### src/rtl/arb_merge_pkg.sv
// Shared definitions for the N-to-1 arbitrating merge: arbitration mode
// encodings and a rotating first-one search reusable by other N-way arbiters.
package arb_merge_pkg;

    localparam int ARB_MODE_RR    = 0;
    localparam int ARB_MODE_FIXED = 1;

    // Widest request vector the search function handles.
    localparam int MAX_CH   = 16;
    localparam int MAX_ID_W = $clog2(MAX_CH);

    // Index of the first set bit of req[n-1:0], scanning start, start+1, ...
    // and wrapping modulo n. Returns 0 when nothing is set; callers qualify
    // the result with |req. start must be below n.
    function automatic int rot_first_one(input logic [MAX_CH-1:0] req,
                                         input int start,
                                         input int n);
        int   idx;
        logic found;
        rot_first_one = 0;
        found         = 1'b0;
        idx           = 0;
        for (int k = 0; k < MAX_CH; k++) begin
            if (k < n) begin
                idx = start + k;
                if (idx >= n) idx = idx - n;
                if (!found && req[idx[MAX_ID_W-1:0]]) begin
                    rot_first_one = idx;
                    found         = 1'b1;
                end
            end
        end
    endfunction

endpackage

### src/rtl/cache_sync_fifo.sv
// Per-channel synchronous FIFO: single clock, power-of-two depth, pointers
// wrap naturally and a separate occupancy count distinguishes full from empty.
module cache_sync_fifo #(
    parameter int DATA_WIDTH = 8,
    parameter int FIFO_DEPTH = 2
) (
    input  logic                  clk,
    input  logic                  rstn,
    input  logic                  push,
    input  logic                  pop,
    input  logic [DATA_WIDTH-1:0] wdata,
    output logic                  full,
    output logic                  empty,
    output logic [DATA_WIDTH-1:0] head
);

    localparam int PTR_W = $clog2(FIFO_DEPTH);

    logic [DATA_WIDTH-1:0] mem [FIFO_DEPTH];
    logic [PTR_W-1:0]      wr_ptr;
    logic [PTR_W-1:0]      rd_ptr;
    logic [PTR_W:0]        count;
    logic                  do_push;
    logic                  do_pop;

    // Full is judged on the registered count only, so a full FIFO refuses a
    // beat even in the cycle its head is being popped.
    assign full    = (count == (PTR_W+1)'(FIFO_DEPTH));
    assign empty   = (count == '0);
    assign do_push = push & ~full;
    assign do_pop  = pop & ~empty;
    assign head    = mem[rd_ptr];

    // Pointer and occupancy bookkeeping; push and pop together leave count unchanged.
    // NOTE: state registers use non-blocking assignments so every flop samples pre-edge values.
    always_ff @(posedge clk or negedge rstn) begin
        if (!rstn) begin
            wr_ptr <= '0;
            rd_ptr <= '0;
            count  <= '0;
        end else begin
            if (do_push) wr_ptr <= wr_ptr + PTR_W'(1);
            if (do_pop)  rd_ptr <= rd_ptr + PTR_W'(1);
            case ({do_push, do_pop})
                2'b10:   count <= count + (PTR_W+1)'(1);
                2'b01:   count <= count - (PTR_W+1)'(1);
                default: count <= count;
            endcase
        end
    end

    // Storage array write port.
    // NOTE: the data array has no reset; occupancy alone says which entries are valid.
    always_ff @(posedge clk) begin
        if (do_push) mem[wr_ptr] <= wdata;
    end

endmodule

### src/rtl/arb_merge_rr_sync.sv
// N-to-1 arbitrating merge: one FIFO per input channel, a round-robin or
// fixed-priority arbiter, and a registered output stage carrying payload and
// source channel index.
module arb_merge_rr_sync
    import arb_merge_pkg::*;
#(
    parameter  int NUM_CH     = 8,
    parameter  int DATA_WIDTH = 8,
    parameter  int FIFO_DEPTH = 2,
    parameter  int ARB_MODE   = ARB_MODE_RR,
    localparam int ID_WIDTH   = $clog2(NUM_CH)
) (
    input  logic                         clk,
    input  logic                         rstn,
    input  logic [NUM_CH-1:0]            i_drive,
    input  logic [NUM_CH*DATA_WIDTH-1:0] i_data,
    output logic [NUM_CH-1:0]            o_free,
    output logic                         o_driveNext,
    output logic [DATA_WIDTH-1:0]        o_data,
    output logic [ID_WIDTH-1:0]          o_src,
    input  logic                         i_freeNext,
    output logic                         o_busy
);

    logic [NUM_CH-1:0]     full_vec;
    logic [NUM_CH-1:0]     empty_vec;
    logic [NUM_CH-1:0]     nonempty;
    logic [NUM_CH-1:0]     push_vec;
    logic [NUM_CH-1:0]     pop_vec;
    logic [DATA_WIDTH-1:0] head [NUM_CH];
    logic [ID_WIDTH-1:0]   rr_ptr;
    logic [ID_WIDTH-1:0]   rr_next;
    logic [ID_WIDTH-1:0]   grant;
    logic                  any_req;
    logic                  load;

    assign nonempty = ~empty_vec;
    assign any_req  = |nonempty;
    assign o_free   = ~full_vec;
    assign push_vec = i_drive & ~full_vec;
    // The output stage can take a new beat when empty or when draining this cycle.
    assign load     = ~o_driveNext | i_freeNext;
    assign o_busy   = any_req | o_driveNext;

    for (genvar i = 0; i < NUM_CH; i++) begin : g_ch
        cache_sync_fifo #(
            .DATA_WIDTH (DATA_WIDTH),
            .FIFO_DEPTH (FIFO_DEPTH)
        ) u_fifo (
            .clk   (clk),
            .rstn  (rstn),
            .push  (push_vec[i]),
            .pop   (pop_vec[i]),
            .wdata (i_data[i*DATA_WIDTH +: DATA_WIDTH]),
            .full  (full_vec[i]),
            .empty (empty_vec[i]),
            .head  (head[i])
        );
    end

    // Grant selection: rotate from rr_ptr in round-robin mode, from 0 in fixed mode.
    // NOTE: every combinational output gets a default first so no path infers a latch.
    always_comb begin
        pop_vec = '0;
        grant   = ID_WIDTH'(rot_first_one(MAX_CH'(nonempty),
                                          (ARB_MODE == ARB_MODE_FIXED) ? 0 : int'(rr_ptr),
                                          NUM_CH));
        rr_next = (grant == ID_WIDTH'(NUM_CH - 1)) ? '0 : grant + ID_WIDTH'(1);
        if (load && any_req) pop_vec[grant] = 1'b1;
    end

    // Round-robin pointer advances past the winner on every accepted grant.
    always_ff @(posedge clk or negedge rstn) begin
        if (!rstn) begin
            rr_ptr <= '0;
        end else if (ARB_MODE == ARB_MODE_RR && load && any_req) begin
            rr_ptr <= rr_next;
        end
    end

    // Output stage: reload on load, otherwise hold payload and source stable.
    always_ff @(posedge clk or negedge rstn) begin
        if (!rstn) begin
            o_driveNext <= 1'b0;
            o_data      <= '0;
            o_src       <= '0;
        end else if (load) begin
            if (any_req) begin
                o_driveNext <= 1'b1;
                o_data      <= head[grant];
                o_src       <= grant;
            end else begin
                o_driveNext <= 1'b0;
            end
        end
    end

endmodule

### config.mk
export PLATFORM = sky130hd
export DESIGN_NAME = arb_merge_rr_sync
export DESIGN_NICKNAME = d
export VERILOG_FILES = /design/src/rtl/arb_merge_pkg.sv /design/src/rtl/cache_sync_fifo.sv /design/src/rtl/arb_merge_rr_sync.sv
export SDC_FILE = /design/constraint.sdc
export NUM_CORES = 1
export LEC_CHECK = 0
export ABC_AREA = 1
export CORE_ASPECT_RATIO = 0.6
export CORE_MARGIN = 1.5
export CORE_UTILIZATION = 60
export DETAILED_ROUTE_END_ITERATION = 6
export PLACE_DENSITY = 0.85
export SLEW_MARGIN = 20
export SYNTH_ARGS = -nofsm -noshare
export SYNTH_HDL_FRONTEND = slang
export SYNTH_SLANG_ARGS = --single-unit
### constraint.sdc
create_clock -name clk -period 4.6 [get_ports clk]
set_clock_uncertainty 0.05 [all_clocks]
set_input_delay 0.92 -clock clk [delete_from_list [all_inputs] [get_ports clk]]
set_output_delay 0.92 -clock clk [all_outputs]
set_load 0.005 [all_outputs]
; ---- After elaboration in Yosys (flattened, before gate mapping)
; Memories as Yosys holds them, arrays and structs flattened.
; Index checks and enable logic that the tools add are counted.
; Widths: inputs -> output; s select.
[op_classes]
n_mux = 71
eq_ne = 25
add_sub_neg = 48
n_reduce_logical = 34
order_cmp = 19
bitwise = 39
[ops]
columns = cell, count
row1 = $lt 4x5->1 const B, 8
row2 = $mux 1, 33
row3 = $bmux 1 s4, 8
row4 = $eq 2x2->1 const B, 16
row5 = $ge 4x4->1 const B, 8
row6 = $mux 4, 8
row7 = $pmux 2 s2, 8
row8 = $sub 4x4->4 const B, 7
row9 = $mux 3, 9
row10 = $bmux 8 s3, 1
row11 = $mux 8, 3
row12 = $not 1->1, 17
row13 = $add 1x1->1 const B, 16
row14 = $add 2x1->2 const B, 8
row15 = $add 3x3->4 const B, 4
row16 = $and 1x1->1, 16
row17 = $eq 2x1->1 const B, 8
row18 = $logic_not 2->1, 8
row19 = $not 8->8, 2
row20 = $reduce_bool 2->1, 8
row21 = $sub 2x1->2 const B, 8
row22 = $logic_and 1x1->1, 9
row23 = $add 3x2->4 const B, 2
row24 = $and 8x8->8, 1
row25 = other kinds (13), 20
[word_totals]
reg_bits = 47
output_inout_bits = 21
n_memories = 8
mem_bits_rw = 128
elab_cells = 272
[memory_table]
columns = name, words, width, read_ports, rd_ports_with_merged_regs, wr, line_no
row1 = g_ch[0].u_fifo.mem, 2, 8, 1, 0, 1, cache_sync_fifo.sv:19  ; logic [DATA_WIDTH-1:0] mem [FIFO_DEPTH];
row2 = g_ch[1].u_fifo.mem, 2, 8, 1, 0, 1, cache_sync_fifo.sv:19
row3 = g_ch[2].u_fifo.mem, 2, 8, 1, 0, 1, cache_sync_fifo.sv:19
row4 = g_ch[3].u_fifo.mem, 2, 8, 1, 0, 1, cache_sync_fifo.sv:19
row5 = g_ch[4].u_fifo.mem, 2, 8, 1, 0, 1, cache_sync_fifo.sv:19
row6 = g_ch[5].u_fifo.mem, 2, 8, 1, 0, 1, cache_sync_fifo.sv:19
row7 = +2 memories, n/a, n/a, n/a, n/a, n/a, n/a

; ---- Longest topological paths before layout
; Gate-level depths: netlist of the first run.
[depth]
depth_word = 34
depth_mapped = 23

; ---- Cells and area by module
; Synthesis of the first run repeated with hierarchy kept, for this count alone.
[hier_totals]
hier_cells = 1016
hier_area_um2 = 8800.9
[by_module_without_submodules]
columns = mod, instances, area_per_inst_um2, seq_area_each_um2, cells_per_inst
row1 = cache_sync_fifo, 8, 817.0, 580.6, 74
row2 = arb_merge_rr_sync, 1, 2264.7, 375.4, 424

; ---- Worst setup path before layout of the first run
; No wires, ideal clock.
[synth_path]
path_type = register to register
start = register rr_ptr[1]
end = register g_ch[0].u_fifo.count[1]
path_slack_ps = 1426
required_time_ps = 4426
t_arrival_ps = 2999
stages_incl_launch_ff = 21
n_path_buf = 1
cell_sequence = dfrtp_1 buf_2 inv_1 ha_1 inv_1 nand3_1 nand3_1 nand2_2 nand3_4 nor2_4 nand3_1 nor2_1 nor2_1 nand3_4 nor2_4 nand3_1 inv_1 ha_1 a21oi_1 o21ai_0 xnor2_1
[synth_via]
elab_chain_len = 34
elab_cells_between_ends = 87
[synth_lines]
columns = element, line_no
row1 = from (decl), arb_merge_rr_sync.sv:31  ; logic [ID_WIDTH-1:0] rr_ptr;
row2 = from (signal assigned), arb_merge_rr_sync.sv:77  ; rr_ptr <= rr_next;
row3 = "parallel branches: the longest is 25 deep, another holds $add 3x1->4", n/a
row4 = $mux 3 (*), arb_merge_pkg.sv:27  ; if (!found && req[idx[MAX_ID_W-1:0]]) begin
row5 = $lt 3x4->1 (implied by the code) / $ge 3x1->1 (equally long branches), arb_merge_rr_sync.sv:69  ; if (load && any_req) pop_vec[grant] = 1'b1;
row6 = $logic_and 1x1->1 (implied by the code), arb_merge_rr_sync.sv:69
row7 = $mux 1 (implied by the code), arb_merge_rr_sync.sv:69
row8 = $demux 1 s3 (*), arb_merge_rr_sync.sv:69
row9 = $mux 8 (*), arb_merge_rr_sync.sv:69
row10 = $and 1x1->1 (*), cache_sync_fifo.sv:31  ; assign do_pop = pop & ~empty;
row11 = net g_ch[0].u_fifo.do_pop, cache_sync_fifo.sv:24  ; logic do_pop;
row12 = $eq 2x1->1 / $eq 2x2->1 (equally long branches), cache_sync_fifo.sv:44  ; case ({do_push, do_pop})
row13 = $pmux 2 s2 / $reduce_bool 2->1 (equally long branches), n/a
row14 = to (signal assigned), cache_sync_fifo.sv:45  ; 2'b10: count <= count + (PTR_W+1)'(1);
row15 = to (signal assigned), cache_sync_fifo.sv:46  ; 2'b01: count <= count - (PTR_W+1)'(1);
row16 = to (signal assigned), cache_sync_fifo.sv:47  ; default: count <= count;
row17 = to (decl), cache_sync_fifo.sv:22  ; logic [PTR_W:0] count;
; Mark *: on every way through the listed nets, which the timed path passes. The select of a mux whose other input is x is not followed.
; A chain may end at the register's enable or synchronous reset.

; ---- Worst setup path in the final report of the first run
[layout_path]
start = register rr_ptr[1]
end = register g_ch[1].u_fifo.count[1]
[layout_via]
elab_chain_len = 34
elab_cells_between_ends = 87
[layout_lines]
columns = element, line_no
row1 = "parallel branches: the longest is 25 deep, another holds $add 3x1->4", n/a
row2 = $mux 3 (*), arb_merge_pkg.sv:27
row3 = $lt 3x4->1 (implied by the code) / $ge 3x1->1 (equally long branches), arb_merge_rr_sync.sv:69
row4 = $logic_and 1x1->1 (implied by the code), arb_merge_rr_sync.sv:69
row5 = $mux 1 (implied by the code), arb_merge_rr_sync.sv:69
row6 = $demux 1 s3 (*), arb_merge_rr_sync.sv:69
row7 = $mux 8 (*), arb_merge_rr_sync.sv:69
row8 = $and 1x1->1 (*), cache_sync_fifo.sv:31
row9 = net g_ch[1].u_fifo.do_pop, cache_sync_fifo.sv:24
row10 = $eq 2x1->1 / $eq 2x2->1 (equally long branches), cache_sync_fifo.sv:44
row11 = $pmux 2 s2 / $reduce_bool 2->1 (equally long branches), n/a
row12 = to (signal assigned), cache_sync_fifo.sv:45
row13 = to (signal assigned), cache_sync_fifo.sv:46
row14 = to (signal assigned), cache_sync_fifo.sv:47
row15 = to (decl), cache_sync_fifo.sv:22
; Marked as above.

==> results of run 1 <==
[per-stage QoR]
stage | instances | setup WS, ns | hold slack [ns] | utilization
CTS | 1033 | 0.475 | 0.451 | 0.749
finish | 1033 | 0.348 | 0.454 | 0.749
detailed placement | 1001 | 0.486 | 0.441 | 0.705
global route | 1033 | 0.0450 | 0.486 | 0.749
global placement | 1001 | 0.685 | 0.419 | 0.705
floorplan | 755 | 1.43 | 0.418 | -
[placed cells by master (no fill, tap or decap), types with 9 or more instances in the layout]
cell             netlist  layout
dfrtp_1               47      47
mux2i_1               22      22
nand2_2                9       9
nand2_1              219     219
ha_1                  12      12
mux2_2                26      26
nor2_1                64      64
clkbuf_16              0      17
nand3_1               72      72
xnor2_1               18      18
clkdlybuf4s50_1        0      94
a21oi_1               17      17
edfxtp_1             128     128
o21ai_0               12      12
inv_1                 32      32
[flip-flops by register name, indices dropped and copies added, names as in the netlist]
name / count
rr_ptr: 3
g_ch.u_fifo.rd_ptr: 8
g_ch.u_fifo.wr_ptr: 8
o_src: 3
g_ch.u_fifo.mem: 128
o_driveNext: 1
o_data: 8
g_ch.u_fifo.count: 16
[metal layers]
layer	vias up	wire (um)	track usage
met2	329	8480	0.423
met5	-	0	0
met1	2836	8720	0.437
li1	2759	-	-
met3	40	2170	0.0802
met4	0	335	0.0833
[kinds of logic (layout without fill, tap and decap cells)]
logic type                 count (synthesis)  in the layout  synth area share
and+or+nand+nor                          390            390             0.213
DFF                                      175            175             0.613
buffers and inverters                     64            172            0.0368
muxes                                     48             48            0.0626
AOI/OAI and AO/OA                         39             39            0.0255
xor gates and xnor gates                  27             27            0.0307
adders and majority gates                 12             12            0.0183
[worst reg2reg max path: cells and delay by family, from the launching register on]
family                     cells  cell delay [ns]
buffers and inverters          4             0.61
AOI/OAI and AO/OA              3             0.42
xor gates and xnor gates       1             0.15
and+or+nand+nor               11             1.66
adders and majority gates      2             0.74
DFF                            1             0.53
[cell type report]
cell class,count,area [um^2],area share
inverter,41,156,0.0160
tap,170,213,0.0217
clock buffer,17,425,0.0434
timing repair buffer,99,976,0.0996
clock inverter,15,143,0.0146
sequential,175,5020,0.512
multi-input combinational,516,2870,0.293
[worst paths after layout]
check | startpoint | end | slack, ns
worst max-delay path | rr_ptr[1]$_DFFE_PN0P_ | g_ch[1].u_fifo.count[1]$_DFFE_PN0P_ | 0.35
min in group asynchronous | rstn | o_src[1]$_DFFE_PN0P_ | 0.54
worst max register to register | rr_ptr[1]$_DFFE_PN0P_ | g_ch[1].u_fifo.count[1]$_DFFE_PN0P_ | 0.35
worst min register to register | g_ch[3].u_fifo.count[1]$_DFFE_PN0P_ | g_ch[3].u_fifo.count[1]$_DFFE_PN0P_ | 0.45
worst min-delay path | g_ch[3].u_fifo.count[1]$_DFFE_PN0P_ | g_ch[3].u_fifo.count[1]$_DFFE_PN0P_ | 0.45
max in group asynchronous | rstn | g_ch[4].u_fifo.count[0]$_DFFE_PN0P_ | 3.50
[cell usage after synthesis, types with 5 or more instances]
library cell,instances
o21ai_1,8
buf_1,8
buf_6,5
inv_2,6
a21oi_1,17
nand2_2,9
nand3_1,72
nor2_1,64
xor2_1,7
mux2_2,26
xnor2_1,18
nand2_1,219
o21ai_0,12
dfrtp_1,47
ha_1,12
buf_2,5
mux2i_1,22
nand4_1,5
edfxtp_1,128
inv_1,32
==> results.toml, run 1 <==
[clocking]
cts-root-buf = "clkbuf_16"
cts.sinks = 175
htreeDepth = 4
cts_resized = 0
clockBufferDepth = 2
cts_made_buffers = 17
post_cts_buffers = 0
hold_buffers = 0
insertion_delay_ns = 0.44
clkTransAtPathRegs_ns = 0.07
cts_tree = "built"

[route]
antenna_left = 0
drt_iter0_drc = 759
wire_per_inst_um = 19.1
wl_um = 19700
dr.pass1.iters = 5
drc = 0
vias = 5964
viasPerCell = 5.77

[placed_design]
dp_hpwl_um = 14400
place.gp.congestion = 0.852
placedInstanceArea_um2 = 9230
port_buffers = 95

[synthesis]
ys_ff_latch = 175
synth_area_leaders = "edfxtp_1 (47%), dfrtp_1 (14%), nand2_1 (10%)"
syn_avg_cell_area_um2 = 10.8
netlist_area_um2 = 8190
yosysSeqAreaShare = 0.613
synth_warnings = 0
synth_cell_types = 38
synth_edf_count = 128
synth_top_area_share = 0.469
synthFlopType = "edfxtp_1"
async_reset_ff_frac = 0.269
synth_fp_nets = 842
syn_inst = 755
yosysTopAreaCell = "edfxtp_1"

[floorplanning]
start_util = 0.626
die_width_um = 154
core_area_um2 = 13100
num_io_pins = 96
die_h_um = 93.5
num_rows = 32
die-area_um2 = 14400

[worst_setup_path]
cpPeakStageDelay_ns = 0.53
cpMostUsedCell = "nand2_1"
critical_path_class = "reg2reg"
slowest_stage = "dfrtp_1"
path_buf_inv = 4
worstPathMaxFanout = 27
worstPathArrival_ns = 4.51
cp-end-kind = "register"
reg2regPathDepth = 21
crit_chain = "inv_1 -> ha_1 -> inv_1 -> nand3_1 -> nand2_1 -> nand2_1 -> nand2_1 -> nand2_1 -> nand2_1 -> a21boi_2 -> nand2_1 -> nand2_2 -> nand2_4 -> nand2_1 -> inv_1 -> nand2_1 -> inv_1 -> ha_1 -> a21oi_1 -> o21ai_0 -> xnor2_1"
cp.required_ns = 4.86
critPathLaunchType = "register"
cp.depth = 21
critPathTopFamily = "simple AND/OR/NAND/NOR gates"

[cells_and_area]
fill_cells = 856
final_nets = 937
design_area_um2 = 9800
area_growth_pct = 19.7
drive_gt1_frac = 0.117
diodes = 0

[global_route]
grt_max_degree = 48
antenna_found_initial = 0
gr-total-overflow = 0
gr-usage-all-layers = 0.293
grt_pass1_wl_um = 31100
grt_pass1_vias = 5793

[timing]
finalCritPeriodShare = 0.924
setup_viol = 0
tns_ns = 0
fmax_mhz = 235
min_period_ns = 4.25
relSlewSlack = 0.467
rsz0062_at_grt = "false"
tightest_slew_ns = 0.796
final_hold_viol_count = 0
drv_slew = 0

[min_path]
min_path_cells = 1
hold_path_class = "reg2reg"

[run_status]
status = "finished clean"

[run]
max_cap_viol_count = 0
Power of run 1 is left out: the tool's default activity adds up to more than one toggle a clock period on the data nets, which glitch-free logic cannot reach.
==> run 2, diff against run 1 <==
--- a/config.mk
+++ b/config.mk
@@ -11,6 +11,7 @@
 export CORE_UTILIZATION = 60
 export DETAILED_ROUTE_END_ITERATION = 6
 export PLACE_DENSITY = 0.85
+export REMOVE_ABC_BUFFERS = 1
 export SLEW_MARGIN = 20
 export SYNTH_ARGS = -nofsm -noshare
 export SYNTH_HDL_FRONTEND = slang
==> run 2 against run 1 <==
Effect of this change: wire length shrank 0.48%; critical path depth unchanged; core utilization hardly changed; critical path type unchanged; critical endpoint is now g_ch[5].u_fifo.count[1]$_DFFE_PN0P_.
==> results.toml, run 2 (synthesis gave the netlist of run 1 again) <==
[floorplanning]
die-area_um2 = 14400
num_io_pins = 96
die_width_um = 154
num_rows = 32
start_util = 0.626
die_h_um = 93.5
core_area_um2 = 13100

[worst_setup_path]
critPathTopFamily = "simple AND/OR/NAND/NOR gates"
worstPathMaxFanout = 25
critPathLaunchType = "register"
cpMostUsedCell = "nand2_1"
cp.depth = 21
worstPathArrival_ns = 4.50
crit_start = "rr_ptr[1]$_DFFE_PN0P_"
slowest_stage = "dfrtp_1"
path_buf_inv = 4
cpPeakStageDelay_ns = 0.52
critical_path_class = "reg2reg"
crit_chain = "inv_1 -> ha_1 -> inv_1 -> nand3_1 -> nand2_1 -> nand2_1 -> nand2_1 -> nand2_1 -> nand2_1 -> a21boi_2 -> nand2_1 -> nand2_2 -> nand2_4 -> nand2_1 -> inv_1 -> nand2_1 -> inv_1 -> ha_1 -> a21oi_1 -> o21ai_0 -> xnor2_1"
reg2reg_from = "rr_ptr[1]$_DFFE_PN0P_"
cp-end-kind = "register"
cp.required_ns = 4.86
reg2regPathDepth = 21
rrSetupSlack_ns = 0.36

[placed_design]
dp_hpwl_um = 14600
port_buffers = 95
dpl.cell_count = 1001
place.gp.congestion = 0.919

[timing]
tns_ns = 0
tightest_slew_ns = 0.879
min_period_ns = 4.24
finalCritPeriodShare = 0.922
fmax_mhz = 236
rsz0062_at_grt = "false"
holdWs_ns = 0.447
relSlewSlack = 0.412
drv_slew = 0
final_hold_viol_count = 0
setup_viol = 0

[global_route]
grt_max_degree = 48
antenna_found_initial = 0
gr-usage-all-layers = 0.293
grt_pass1_vias = 5799
gr-total-overflow = 0
grt_pass1_wl_um = 31000

[cells_and_area]
fin_cells = 1033
final_nets = 937
largest_reg_flops = 128
final_common_cell = "nand2_1"
diodes = 0
fill_cells = 832
drive_gt1_frac = 0.117
regMostFlops = "g_ch.u_fifo.mem"
area_growth_pct = 19.6
largestRegisters = "g_ch.u_fifo.mem (128), g_ch.u_fifo.count (16)"
layout_common_cells = "nand2_1 (219), edfxtp_1 (128), clkdlybuf4s50_1 (94)"
seq_area_um2 = 5020
multiInputGateArea_um2 = 2870

[route]
wire_per_inst_um = 19.0
vias = 5990
dr.pass1.iters = 6
wl_um = 19600
drc = 0
antenna_left = 0
drt_iter0_drc = 703
viasPerCell = 5.80

[clocking]
clockBufferDepth = 2
hold_buffers = 0
cts_tree = "built"
clkTransAtPathRegs_ns = 0.07
cts.sinks = 175
insertion_delay_ns = 0.44
post_cts_buffers = 0
cts_made_buffers = 17
cts_resized = 0
htreeDepth = 4
cts-root-buf = "clkbuf_16"

[run]
max_cap_viol_count = 0

[run_status]
status = "finished clean"

[min_path]
min_path_cells = 1
hold_path_class = "reg2reg"
worstHoldStart = "g_ch[7].u_fifo.count[1]$_DFFE_PN0P_"
-- run 2: worst paths after layout --
path	endpoint
min in group asynchronous	g_ch[2].u_fifo.rd_ptr$_DFFE_PN0P_
setup reg to reg	g_ch[5].u_fifo.count[1]$_DFFE_PN0P_
hold reg to reg	g_ch[7].u_fifo.count[1]$_DFFE_PN0P_
max in group asynchronous	g_ch[0].u_fifo.wr_ptr$_DFFE_PN0P_
setup / recovery	g_ch[5].u_fifo.count[1]$_DFFE_PN0P_
hold / removal	g_ch[7].u_fifo.count[1]$_DFFE_PN0P_
-- run 2: final cells by class --
cell class / instances / area share
repair buffers: 99 / 0.0996
well taps: 170 / 0.0217
clock buffers: 17 / 0.0434
inverters: 41 / 0.0160
multi-input cells: 516 / 0.293
clock inverters: 15 / 0.0143
flip-flops and latches: 175 / 0.512
-- run 2: per-stage QoR --
stage	worst slack, ns	utilization	instance area, um^2
floorplan	1.07	-	8050
global placement	0.690	0.705	9230
detailed placement	0.511	0.705	9230
CTS	0.447	0.748	9800
global route	0.0445	0.748	9800
finish	0.360	0.748	9800
-- run 2: routing by layer --
metal,share of wire,up-vias,global-route usage,routed length [um]
met2,0.45,306,0.442,8760
met5,0,-,0,0
met4,0.016,0,0.0939,316
li1,-,2749,-,-
met1,0.44,2895,0.421,8590
met3,0.10,40,0.0760,1950
-- run 2: worst reg2reg max path, delay by kind of cell (launching register included) --
family | cells | cell delay [ns]
AO/OA/AOI/OAI | 3 | 0.42
XOR/XNOR | 1 | 0.16
adder cells (fa/ha/maj) | 2 | 0.72
buffers and inverters | 4 | 0.58
flip-flops | 1 | 0.52
AND/OR/NAND/NOR | 11 | 1.68
Power of run 2 is left out for the same reason.
==> run 3, diff against run 2 <==
==> constraint.sdc (replaced) <==
create_clock -name clk -period 4.6 [get_ports clk]
set_clock_uncertainty 0.05 [all_clocks]
set_input_delay 1.38 -clock clk [delete_from_list [all_inputs] [get_ports clk]]
set_output_delay 1.38 -clock clk [all_outputs]
set_load 0.005 [all_outputs]
==> run 3 against run 2 <==
Effect of this change: via count grew 1.0%; count of clock-buffer cells in the layout grew 1; wire length up 3.2%; global-route usage rose by 0.45 points; core utilization is 0.32 points higher; first-iteration DRC count increased by 6.4%; critical endpoint unchanged.
==> results.toml, run 3 (synthesis gave the netlist of run 1 again) <==
[clocking]
post_cts_buffers = 0
hold_buffers = 0
cts-root-buf = "clkbuf_16"
clkTransAtPathRegs_ns = 0.07
cts.sinks = 175
clockBufferDepth = 2
cts_resized = 0
cts_tree = "built"
htreeDepth = 4
cts_made_buffers = 17
insertion_delay_ns = 0.44

[floorplanning]
num_rows = 32
start_util = 0.626
num_io_pins = 96
die-area_um2 = 14400
die_width_um = 154
die_h_um = 93.5
core_area_um2 = 13100

[global_route]
gr-total-overflow = 0
gr-usage-all-layers = 0.298
grt_max_degree = 29
antenna_found_initial = 0
grt_pass1_wl_um = 31200
grt_pass1_vias = 5865

[worst_setup_path]
cpPeakStageDelay_ns = 0.52
worstPathArrival_ns = 4.34
crit_chain = "inv_1 -> ha_1 -> inv_1 -> nand3_1 -> nand3_1 -> nand2_2 -> nand3_4 -> nor2_4 -> nand4_2 -> nand2_1 -> inv_2 -> nand2_4 -> nand2_4 -> nand2_1 -> inv_1 -> nand2_1 -> inv_1 -> ha_1 -> a21oi_1 -> o21ai_0 -> xnor2_1"
reg2reg_from = "rr_ptr[1]$_DFFE_PN0P_"
worstPathMaxFanout = 25
cp-end-kind = "register"
cpMostUsedCell = "inv_1"
critical_path_class = "reg2reg"
reg2regPathDepth = 21
slowest_stage = "dfrtp_1"
endpoint = "g_ch[5].u_fifo.count[1]$_DFFE_PN0P_"
cp.required_ns = 4.86
critPathLaunchType = "register"
rrSetupSlack_ns = 0.52
critPathTopFamily = "simple AND/OR/NAND/NOR gates"
path_buf_inv = 5
cp.depth = 21
worstReg2RegEnd = "g_ch[5].u_fifo.count[1]$_DFFE_PN0P_"
crit_start = "rr_ptr[1]$_DFFE_PN0P_"

[timing]
tightest_slew_ns = 0.825
rsz0062_at_grt = "false"
finalCritPeriodShare = 0.886
tns_ns = 0
relSlewSlack = 0.448
min_period_ns = 4.08
drv_slew = 0
fmax_mhz = 245
holdWs_ns = 0.439
final_hold_viol_count = 0
setup_viol = 0

[route]
wl_um = 20200
dr.pass1.iters = 6
drc = 0
viasPerCell = 5.85
wire_per_inst_um = 19.6
drt_iter0_drc = 748
antenna_left = 0
vias = 6050

[cells_and_area]
final_nets = 938
drive_gt1_frac = 0.120
diodes = 0
multiInputGateArea_um2 = 2870
design_area_um2 = 9840
largestRegisters = "g_ch.u_fifo.mem (128), g_ch.u_fifo.count (16)"
fill_cells = 808
fin_cells = 1034
final_common_cell = "nand2_1"
regMostFlops = "g_ch.u_fifo.mem"
area_growth_pct = 20.2
seq_area_um2 = 5020
layout_common_cells = "nand2_1 (219), edfxtp_1 (128), clkdlybuf4s50_1 (94)"
largest_reg_flops = 128

[placed_design]
placedInstanceArea_um2 = 9240
place.gp.congestion = 0.943
dp_hpwl_um = 15000
dpl.cell_count = 1002
port_buffers = 95

[run]
max_cap_viol_count = 0

[min_path]
hold_path_class = "reg2reg"

[run_status]
status = "finished clean"
[run 3: cell count changes in the layout (fill, tap and decap cells not counted)]
| cell | previous run | this run |
|---|---|---|
| buf_4 | 4 | 5 |
| clkinv_4 | 3 | 2 |
| inv_12 | 0 | 1 |
| clkinv_8 | 1 | 3 |
| clkbuf_8 | 0 | 1 |
| clkinv_1 | 4 | 2 |
| inv_8 | 5 | 4 |
[run 3: worst min-delay path, cell delays in order, from the launching register on]
cell     delay, ns
dfrtp_1       0.35
nand2_1       0.05
o21ai_0       0.06
[run 3: final cells by class]
class                           instances  area share
Clock buffer                           18      0.0446
Clock inverter                         14      0.0164
Inverter                               41      0.0159
Multi-Input combinational cell        516       0.292
Sequential cell                       175       0.510
Tap cell                              170      0.0216
Timing Repair Buffer                  100      0.0999
[run 3: per-stage QoR]
step | worst slack (ns) | utilization
3_5_place_dp | 0.626 | 0.706
3_3_place_gp | 0.881 | 0.706
6_report | 0.525 | 0.752
4_1_cts | 0.604 | 0.752
5_1_grt | 0.191 | 0.752
2_1_floorplan | 1.07 | -
[run 3: how the worst min path moves through the flow]
stage / startpoint / to / slack [ns] / cells past startpoint
3_5_place_dp: o_src[2]$_DFFE_PN0P_ / o_src[2]$_DFFE_PN0P_ / 0.43 / 2
3_3_place_gp: o_src[2]$_DFFE_PN0P_ / o_src[2]$_DFFE_PN0P_ / 0.43 / 2
4_1_cts: o_src[2]$_DFFE_PN0P_ / o_src[2]$_DFFE_PN0P_ / 0.45 / 2
5_1_grt: g_ch[7].u_fifo.count[1]$_DFFE_PN0P_ / g_ch[7].u_fifo.count[1]$_DFFE_PN0P_ / 0.47 / 1
2_1_floorplan: g_ch[1].u_fifo.count[1]$_DFFE_PN0P_ / g_ch[1].u_fifo.count[1]$_DFFE_PN0P_ / 0.42 / 1
6_report: o_src[2]$_DFFE_PN0P_ / o_src[2]$_DFFE_PN0P_ / 0.44 / 2
[run 3: layer usage]
layer	up-vias	GRT usage	wire length [um]
met1	2912	0.424	8680
met3	38	0.0806	2270
met5	-	0	0
met4	0	0.0833	294
met2	346	0.455	8990
li1	2754	-	-
Power of run 3 is left out for the same reason.
